$ cat config.mk
export PLATFORM = sky130hd
export DESIGN_NAME = coin_classifier_flat
export DESIGN_NICKNAME = d
export VERILOG_FILES = /design/src/rtl/coin_classifier_if.sv /design/src/rtl/coin_classifier.sv /design/src/flat_wrapper.sv
export SDC_FILE = /design/constraint.sdc
export NUM_CORES = 1
export LEC_CHECK = 0
export ABC_AREA = 1
export BUFFER_PORTS_ARGS = -buffer_cell sky130_fd_sc_hd__buf_2
export CORE_UTILIZATION = 58
export CTS_BUF_LIST = sky130_fd_sc_hd__clkbuf_16
export CTS_CLUSTER_DIAMETER = 50
export DETAILED_ROUTE_END_ITERATION = 8
export HOLD_SLACK_MARGIN = 0.05
export PLACE_DENSITY = 0.78
export SLEW_MARGIN = 20
export SYNTH_ARGS = -nofsm -noshare
export SYNTH_HDL_FRONTEND = slang
export SYNTH_SLANG_ARGS = --single-unit
$ cat constraint.sdc
create_clock -name clk -period 2.5 [get_ports clk]
set_input_delay 0.5 -clock clk [delete_from_list [all_inputs] [get_ports clk]]
set_output_delay 0.5 -clock clk [all_outputs]
set_load 0.05 [all_outputs]
$ cat src/rtl/coin_classifier_if.sv
// Coin result handshake bundle.
// Carries the classified coin type with valid/ready flow control.
interface coin_classifier_if;
    logic       coin_valid;
    logic       coin_ready;
    logic [1:0] coin_type;

    modport master (
        output coin_valid,
        output coin_type,
        input  coin_ready
    );

    modport slave (
        input  coin_valid,
        input  coin_type,
        output coin_ready
    );
endinterface

$ cat src/rtl/coin_classifier.sv
// Coin classifier: measures sensor pulse width and classifies coins.
// Optional credit accumulator enabled by macro COIN_CREDIT_EN.
module coin_classifier #(
    parameter int CNT_W       = 8,
    parameter int DIME_MIN    = 2,
    parameter int DIME_MAX    = 4,
    parameter int NICKEL_MIN  = 6,
    parameter int NICKEL_MAX  = 8,
    parameter int QUARTER_MIN = 10,
    parameter int QUARTER_MAX = 12,
    parameter int CREDIT_W    = 8
) (
    input  logic               clk,
    input  logic               reset_n,
    input  logic               coin_sensor,
    coin_classifier_if.master  bus,
    output logic               coin_reject,
    output logic               busy,
    output logic               overrun
`ifdef COIN_CREDIT_EN
    ,
    input  logic               credit_clr,
    output logic [CREDIT_W-1:0] credit
`endif
);

    typedef enum logic [1:0] {
        S_IDLE,
        S_MEAS,
        S_JAM
    } state_t;

    localparam logic [CNT_W-1:0] L_CMAX = '1;
    localparam logic [CNT_W-1:0] L_DMIN = CNT_W'(DIME_MIN);
    localparam logic [CNT_W-1:0] L_DMAX = CNT_W'(DIME_MAX);
    localparam logic [CNT_W-1:0] L_NMIN = CNT_W'(NICKEL_MIN);
    localparam logic [CNT_W-1:0] L_NMAX = CNT_W'(NICKEL_MAX);
    localparam logic [CNT_W-1:0] L_QMIN = CNT_W'(QUARTER_MIN);
    localparam logic [CNT_W-1:0] L_QMAX = CNT_W'(QUARTER_MAX);

    state_t           r_state;
    logic [CNT_W-1:0] r_cnt;
    logic             r_reject;
    logic             r_valid;
    logic [1:0]       r_type;
    logic             r_overrun;

    logic [CNT_W-1:0] w_cnt_inc;
    logic             w_fall;
    logic             w_hit;
    logic [1:0]       w_new_type;
    logic             w_new;
    logic             w_rej;
    logic             w_hs;

    // Saturating width increment and window match on the current count.
    always_comb begin
        w_cnt_inc  = (r_cnt == L_CMAX) ? r_cnt : r_cnt + 1'b1;
        w_fall     = (r_state == S_MEAS) && !coin_sensor;
        w_new_type = 2'b00;
        if (r_cnt >= L_DMIN && r_cnt <= L_DMAX)
            w_new_type = 2'b01;
        else if (r_cnt >= L_NMIN && r_cnt <= L_NMAX)
            w_new_type = 2'b10;
        else if (r_cnt >= L_QMIN && r_cnt <= L_QMAX)
            w_new_type = 2'b11;
        w_hit = (w_new_type != 2'b00);
        w_new = w_fall && w_hit;
        w_rej = (w_fall && !w_hit) ||
                ((r_state == S_JAM) && !coin_sensor);
        w_hs  = r_valid && bus.coin_ready;
    end

    // Measurement FSM with registered reject pulse.
    always_ff @(posedge clk or negedge reset_n) begin
        if (!reset_n) begin
            r_state  <= S_IDLE;
            r_cnt    <= '0;
            r_reject <= 1'b0;
        end else begin
            r_reject <= w_rej;
            unique case (r_state)
                S_IDLE: begin
                    if (coin_sensor) begin
                        r_state <= S_MEAS;
                        r_cnt   <= CNT_W'(1);
                    end
                end
                S_MEAS: begin
                    if (coin_sensor) begin
                        r_cnt <= w_cnt_inc;
                        if (w_cnt_inc > L_QMAX)
                            r_state <= S_JAM;
                    end else begin
                        r_state <= S_IDLE;
                        r_cnt   <= '0;
                    end
                end
                S_JAM: begin
                    if (coin_sensor) begin
                        r_cnt <= w_cnt_inc;
                    end else begin
                        r_state <= S_IDLE;
                        r_cnt   <= '0;
                    end
                end
                default: begin
                    r_state <= S_IDLE;
                    r_cnt   <= '0;
                end
            endcase
        end
    end

    // One-entry result register; a result that finds it full is dropped.
    always_ff @(posedge clk or negedge reset_n) begin
        if (!reset_n) begin
            r_valid   <= 1'b0;
            r_type    <= 2'b00;
            r_overrun <= 1'b0;
        end else if (w_new) begin
            if (!r_valid || bus.coin_ready) begin
                r_valid <= 1'b1;
                r_type  <= w_new_type;
            end else begin
                r_overrun <= 1'b1;
            end
        end else if (w_hs) begin
            r_valid <= 1'b0;
            r_type  <= 2'b00;
        end
    end

    assign bus.coin_valid = r_valid;
    assign bus.coin_type  = r_type;
    assign coin_reject    = r_reject;
    assign busy           = (r_state != S_IDLE);
    assign overrun        = r_overrun;

`ifdef COIN_CREDIT_EN
    logic [CREDIT_W-1:0] r_credit;
    logic [CREDIT_W:0]   w_sum;
    logic [CREDIT_W:0]   w_add;

    // Cents value of the coin being handed over.
    always_comb begin
        w_add = '0;
        unique case (r_type)
            2'b01:   w_add = (CREDIT_W+1)'(10);
            2'b10:   w_add = (CREDIT_W+1)'(5);
            2'b11:   w_add = (CREDIT_W+1)'(25);
            default: w_add = '0;
        endcase
        w_sum = {1'b0, r_credit} + w_add;
    end

    // Saturating credit; clear wins over a same-edge handshake.
    always_ff @(posedge clk or negedge reset_n) begin
        if (!reset_n) begin
            r_credit <= '0;
        end else if (credit_clr) begin
            r_credit <= '0;
        end else if (w_hs) begin
            if (w_sum[CREDIT_W])
                r_credit <= '1;
            else
                r_credit <= w_sum[CREDIT_W-1:0];
        end
    end

    assign credit = r_credit;
`endif

endmodule

$ cat src/flat_wrapper.sv
// flat-port wrapper written by rule: the top's interface ports become plain ports
module coin_classifier_flat 
#(
    parameter int CNT_W       = 8,
    parameter int DIME_MIN    = 2,
    parameter int DIME_MAX    = 4,
    parameter int NICKEL_MIN  = 6,
    parameter int NICKEL_MAX  = 8,
    parameter int QUARTER_MIN = 10,
    parameter int QUARTER_MAX = 12,
    parameter int CREDIT_W    = 8
)
  (clk, reset_n, coin_sensor, coin_reject, busy, overrun, bus_coin_valid, bus_coin_type, bus_coin_ready);
  coin_classifier_if bus_i ();
  input  logic clk;
  input  logic reset_n;
  input  logic coin_sensor;
  output logic coin_reject;
  output logic busy;
  output logic overrun;
  output wire logic [$bits(bus_i.coin_valid)-1:0] bus_coin_valid;
  output wire logic [$bits(bus_i.coin_type)-1:0] bus_coin_type;
  input wire logic [$bits(bus_i.coin_ready)-1:0] bus_coin_ready;
  assign bus_coin_valid = bus_i.coin_valid;
  assign bus_coin_type = bus_i.coin_type;
  assign bus_i.coin_ready = bus_coin_ready;
  coin_classifier #(.CNT_W(CNT_W), .DIME_MIN(DIME_MIN), .DIME_MAX(DIME_MAX), .NICKEL_MIN(NICKEL_MIN), .NICKEL_MAX(NICKEL_MAX), .QUARTER_MIN(QUARTER_MIN), .QUARTER_MAX(QUARTER_MAX), .CREDIT_W(CREDIT_W)) u_core (.clk(clk), .reset_n(reset_n), .coin_sensor(coin_sensor), .bus(bus_i), .coin_reject(coin_reject), .busy(busy), .overrun(overrun));
endmodule
# ---- Yosys cells after proc, flatten, opt, wreduce, memory -nomap -nowiden
# Cells that the tools add are included.
dict set report word_totals {
  reg_bits 15
  out_inout_bits 6
  word_cells 61
}
dict set report op_classes {
  addsub 1
  order_cmp 7
  eq_ne 7
  muxes 18
  n_bitwise 1
  n_reduce_logical 21
}
# op n
set op_table {}
lappend op_table {{two-way mux 8 bit} 3}
lappend op_table {{two-way mux 2 bit} 10}
lappend op_table {{less-or-equal comparator 8 x 4 -> 1 bit, second input constant} 2}
lappend op_table {{case mux 8 bit (2 select lines)} 1}
lappend op_table {{adder 8 x 1 -> 8 bit, second input constant} 1}
lappend op_table {{equality test 8 bit, second input constant} 1}
lappend op_table {{>= comparator 8 x 2 -> 1 bit, second input constant} 1}
lappend op_table {{>= comparator 8 x 3 -> 1 bit, second input constant} 1}
lappend op_table {{>= comparator 8 x 4 -> 1 bit, second input constant} 1}
lappend op_table {{> comparator 8 x 4 -> 1 bit, second input constant} 1}
lappend op_table {{less-or-equal comparator 8 x 3 -> 1 bit, second input constant} 1}
lappend op_table {{logical AND 1 bit} 8}
lappend op_table {{!= test 2 bit, second input constant} 3}
lappend op_table {{case mux 2 bit (3 select lines)} 1}
lappend op_table {{nonzero test 2 bit} 3}
lappend op_table {{AND reduction 2 bit} 2}
lappend op_table {{logical NOT 1 bit} 3}
lappend op_table {{two-way mux 1 bit} 3}
lappend op_table {{!= test 3 bit, second input constant} 1}
lappend op_table {{AND reduction 3 bit} 1}
lappend op_table {{equality test 2 x 1 -> 1 bit, second input constant} 1}
lappend op_table {{equality test 2 bit, second input constant} 1}
lappend op_table {{logical NOT 2 bit} 1}
lappend op_table {{logical OR 1 bit} 2}
lappend op_table {{other kinds (2)} 2}

# ---- Logic depth before layout (Yosys ltp)
dict set report depth {
  depth_word 9
  depth_mapped 12
}

# ---- Worst setup path after synthesis
# No wires, ideal clock.
dict set report synth_timing {
  path_type {register to register}
  startpoint {register u_core.r_state[0]}
  endpoint {register u_core.r_state[0]}
  setup_ps 117
  arrival_time_ps 1507
  required_time_ps 2383
  setup_slack_ps 876
  stages_incl_launch_ff 9
  period_less_slack_ps 1624
  cell_sequence {dfrtp_1 > inv_1 > ha_1 > inv_1 > nor2_1 > a21oi_1 > nand2_2 > nand2_1 > nand2_1}
}
dict set report synth_via {
  elab_chain_cells 3
}
# element line_no
set synth_rtl {}
lappend synth_rtl {{start: declaration} coin_classifier.sv:41} ;# state_t r_state;
lappend synth_rtl {{start signal: assignment} coin_classifier.sv:77} ;# r_state <= S_IDLE;
lappend synth_rtl {{start signal: assignment} coin_classifier.sv:85} ;# r_state <= S_MEAS;
lappend synth_rtl {{start signal: assignment} coin_classifier.sv:93} ;# r_state <= S_JAM;
lappend synth_rtl {{equality test 2 x 1 -> 1 bit, or another cell as far along} coin_classifier.sv:82} ;# unique case (r_state)
lappend synth_rtl {{!= test 3 bit (no line) or != test 2 bit (tied branches)} --}
lappend synth_rtl {{AND reduction 3 bit (no line)} --}
# Parallel ways exist; a longest one is shown, timed or not.
# A chain may end at the register's enable or synchronous reset.

# ---- Worst setup path in the final report
dict set report layout_timing {
  startpoint {register u_core.r_state[0]}
  endpoint {output port busy}
}
dict set report layout_via {
  elab_chain_cells 1
}
# element line_no
set layout_rtl {}
lappend layout_rtl {{nonzero test 2 bit} coin_classifier.sv:137} ;# assign busy = (r_state != S_IDLE);
lappend layout_rtl {{end: declaration} flat_wrapper.sv:19} ;# output logic busy;
# Every way passes these cells.

==> flow_metrics.tcl <==
set metrics [dict create \
    yosysUniqueCellTypes 28 \
    drv_slew 0 \
    finalHoldViolations 0 \
    synth_seq_cells 15 \
    outcome "completed" \
    yosysSeqAreaShare_pct 33.9 \
    cp_cell_sequence "inv_1 -> ha_1 -> inv_1 -> buf_2" \
    cp_max_fo 4 \
    antenna_found_initial 0 \
    rsz0062_at_grt "false" \
    cp.arrival_ns 1.31 \
    htree_levels 1 \
    fin_skew_ns 0.00202 \
    grt_pass1_wl_um 3730 \
    synthCells 147 \
    cts_resized 0 \
    critPathLaunchType "flip-flop" \
    wire_per_inst_um 13.0 \
    synth_commonest_cells "nand2_1 (35), inv_1 (22), dfrtp_1 (15), nand3_1 (12), nor2_1 (10)" \
    port-buffer-count 9 \
    synth_area_leaders "dfrtp_1 (34%), nand2_1 (12%), inv_1 (7.5%)" \
    fp.dieH_um 45.7 \
    multi_input_area_sq_um 619 \
    cap_violations 0 \
    vias 986 \
    cpMostUsedCell "inv_1" \
    grt_max_degree 16 \
    final_core_util_pct 70.6 \
    dieArea_sq_um 2090 \
    io_pins 10 \
    slew_headroom_pct 71.1 \
    cp_slowest_stage_delay_ns 0.40 \
    syn_avg_cell_area_sq_um 7.53 \
    powerDensity_nw_per_um2 939 \
    synth_ff_type "dfrtp_1" \
    ctsRootBufferMaster "clkbuf_16" \
    fin_ws_ns 0.692 \
    tns_ns 0 \
    min_path_type "input port to async pin" \
    drc 0 \
    cts.sinks 15 \
    drive_gt1_share_pct 20.9 \
    fin_nets 169 \
    wl_um 2380 \
    cts_buffers 3 \
    async_reset_ff_share_pct 100 \
    viasPerCell 5.39 \
    postRouteAntennaNets 0 \
    tritoncts "done" \
    track_usage_pct 25.5 \
    syn2layout_area_growth_pct 12.4 \
    start_util_pct 62.8 \
    syn_area_sq_um 1110 \
    dr.pass1.iters 4 \
    hold-worst-slack_ns 0.157 \
    post-cts-setup-buffer-count 0 \
    p_leak_nw 0.657 \
    setup_viol 0 \
    die_w_um 45.7 \
    ys_warn_count 0 \
    synth_top_area_share_pct 33.9 \
    place_inst 179 \
    criticalPathCategory "flip-flop to output pin" \
    hpwlAfterDp_um 1710 \
    r2r_slack_ns 0.70 \
    fillerInstances 152 \
    synth_nets 157 \
    coreArea_sq_um 1760 \
    gp_congestion 0.883 \
    period_needed_ns 1.81 \
    clk_path_buf_depth 2 \
    critPathCaptureType "output pin" \
    clkLatencyLatePin_ns 0.25 \
    worst_pin_slew_ns 0.434 \
    cts_hold_buffers 0 \
    grt_pass1_vias 881 \
    n_antenna_cell 0 \
    min_period_over_period_pct 72.3 \
    seqCellArea_sq_um 375 \
    synth_edf_count 0 \
    yosysMostFrequentCell "nand2_1" \
    num_rows 15 \
    dr.first_iter.drc_count 30 \
    fmax_mhz 553 \
    clkTransAtPathRegs_ns 0.05 \
    grt_overflow_total 0 \
    slowest_stage "dfrtp_1" \
    pre_cts_ws_ns 0.746 \
    layoutNonFillerInstCount 183 \
    vdd_drop_max_v 0.000558 \
    crit_required_ns 2.00 \
    yosysTopAreaCell "dfrtp_1" \
]
## layout make-up
| type | count | area share (%) |
|---|---|---|
| clock buffer | 3 | 6.03 |
| inverter | 25 | 7.54 |
| sequential | 15 | 30.2 |
| tap | 25 | 2.51 |
| multi-input combinational | 105 | 49.7 |
| timing repair buffer | 9 | 3.62 |
| clock inverter | 1 | 0.402 |
## sequential cells by signal, summed over array words and instances, names as in the netlist
signal,flops
u_core.bus.coin_type,2
u_core.bus.coin_valid,1
u_core.coin_reject,1
u_core.overrun,1
u_core.r_cnt,8
u_core.r_state,2
## critical path: cells and delay by family, from the launching register on
family                     cells  cell delay (ns)
DFF                            1             0.40
buffers and inverters          3             0.42
adders and majority gates      1             0.24
## path summary, 6_finish.rpt
path,from,end,cells past startpoint
max in group asynchronous,reset_n,u_core.r_cnt[4]$_DFFE_PN0P_,1
hold / removal,reset_n,u_core.r_cnt[2]$_DFFE_PN0P_,1
min in group clk,u_core.overrun$_DFFE_PN0P_,u_core.overrun$_DFFE_PN0P_,1
setup reg to reg,u_core.r_cnt[1]$_DFFE_PN0P_,u_core.r_state[1]$_DFFE_PN0P_,10
hold reg to reg,u_core.overrun$_DFFE_PN0P_,u_core.overrun$_DFFE_PN0P_,1
setup / recovery,u_core.r_state[0]$_DFFE_PN0P_,busy,4
## metrics by stage
stage          total power [mW]  area [sq um]
2_1_floorplan             0.747          1110
3_3_place_gp              0.834          1160
3_5_place_dp              0.847          1160
4_1_cts                    1.17          1240
5_1_grt                    1.24          1240
6_report                   1.17          1240
## per-layer routing
layer / up-vias / routed length [um] / track usage [%]
li1: 496 / - / -
met1: 459 / 1080 / 31.9
met2: 24 / 1150 / 42.0
met3: 7 / 88 / 4.37
met4: 0 / 61 / 12.9
met5: - / 0 / 0
## power breakdown
| part | internal (mW) | switching (mW) | leakage (nW) |
|---|---|---|---|
| logic | 0.149 | 0.347 | 0.413 |
| clock network | 0.214 | 0.103 | 0.0409 |
| registers | 0.295 | 0.0616 | 0.202 |
## cells by family after synthesis
| logic type | Yosys count | synth area share, % |
|---|---|---|
| flops | 15 | 33.9 |
| buf+inv | 27 | 10.2 |
| fa+ha+maj | 6 | 6.78 |
| compound gates | 19 | 10.1 |
| xor+xnor | 2 | 1.58 |
| simple gates | 78 | 37.5 |
## placed cells by master (no fill, tap or decap)
cell type / count
nor2_1: 10
o21ai_2: 1
nand2_4: 2
buf_2: 9
clkinv_2: 1
clkbuf_16: 3
nand3_1: 12
o22ai_1: 6
nand2_1: 35
nand3_4: 1
nor3_1: 1
xor2_1: 1
inv_2: 3
nor2_2: 2
ha_1: 6
o21ai_0: 4
nor3b_1: 1
o21ai_1: 2
nand4_1: 2
xnor2_1: 1
inv_1: 22
dfrtp_1: 15
nor2_4: 3
nand2_2: 3
and2_1: 1
a211oi_1: 1
a21oi_1: 4
nand3_2: 5
o21bai_1: 1
Note: power is estimated with default switching activity, not from simulation.
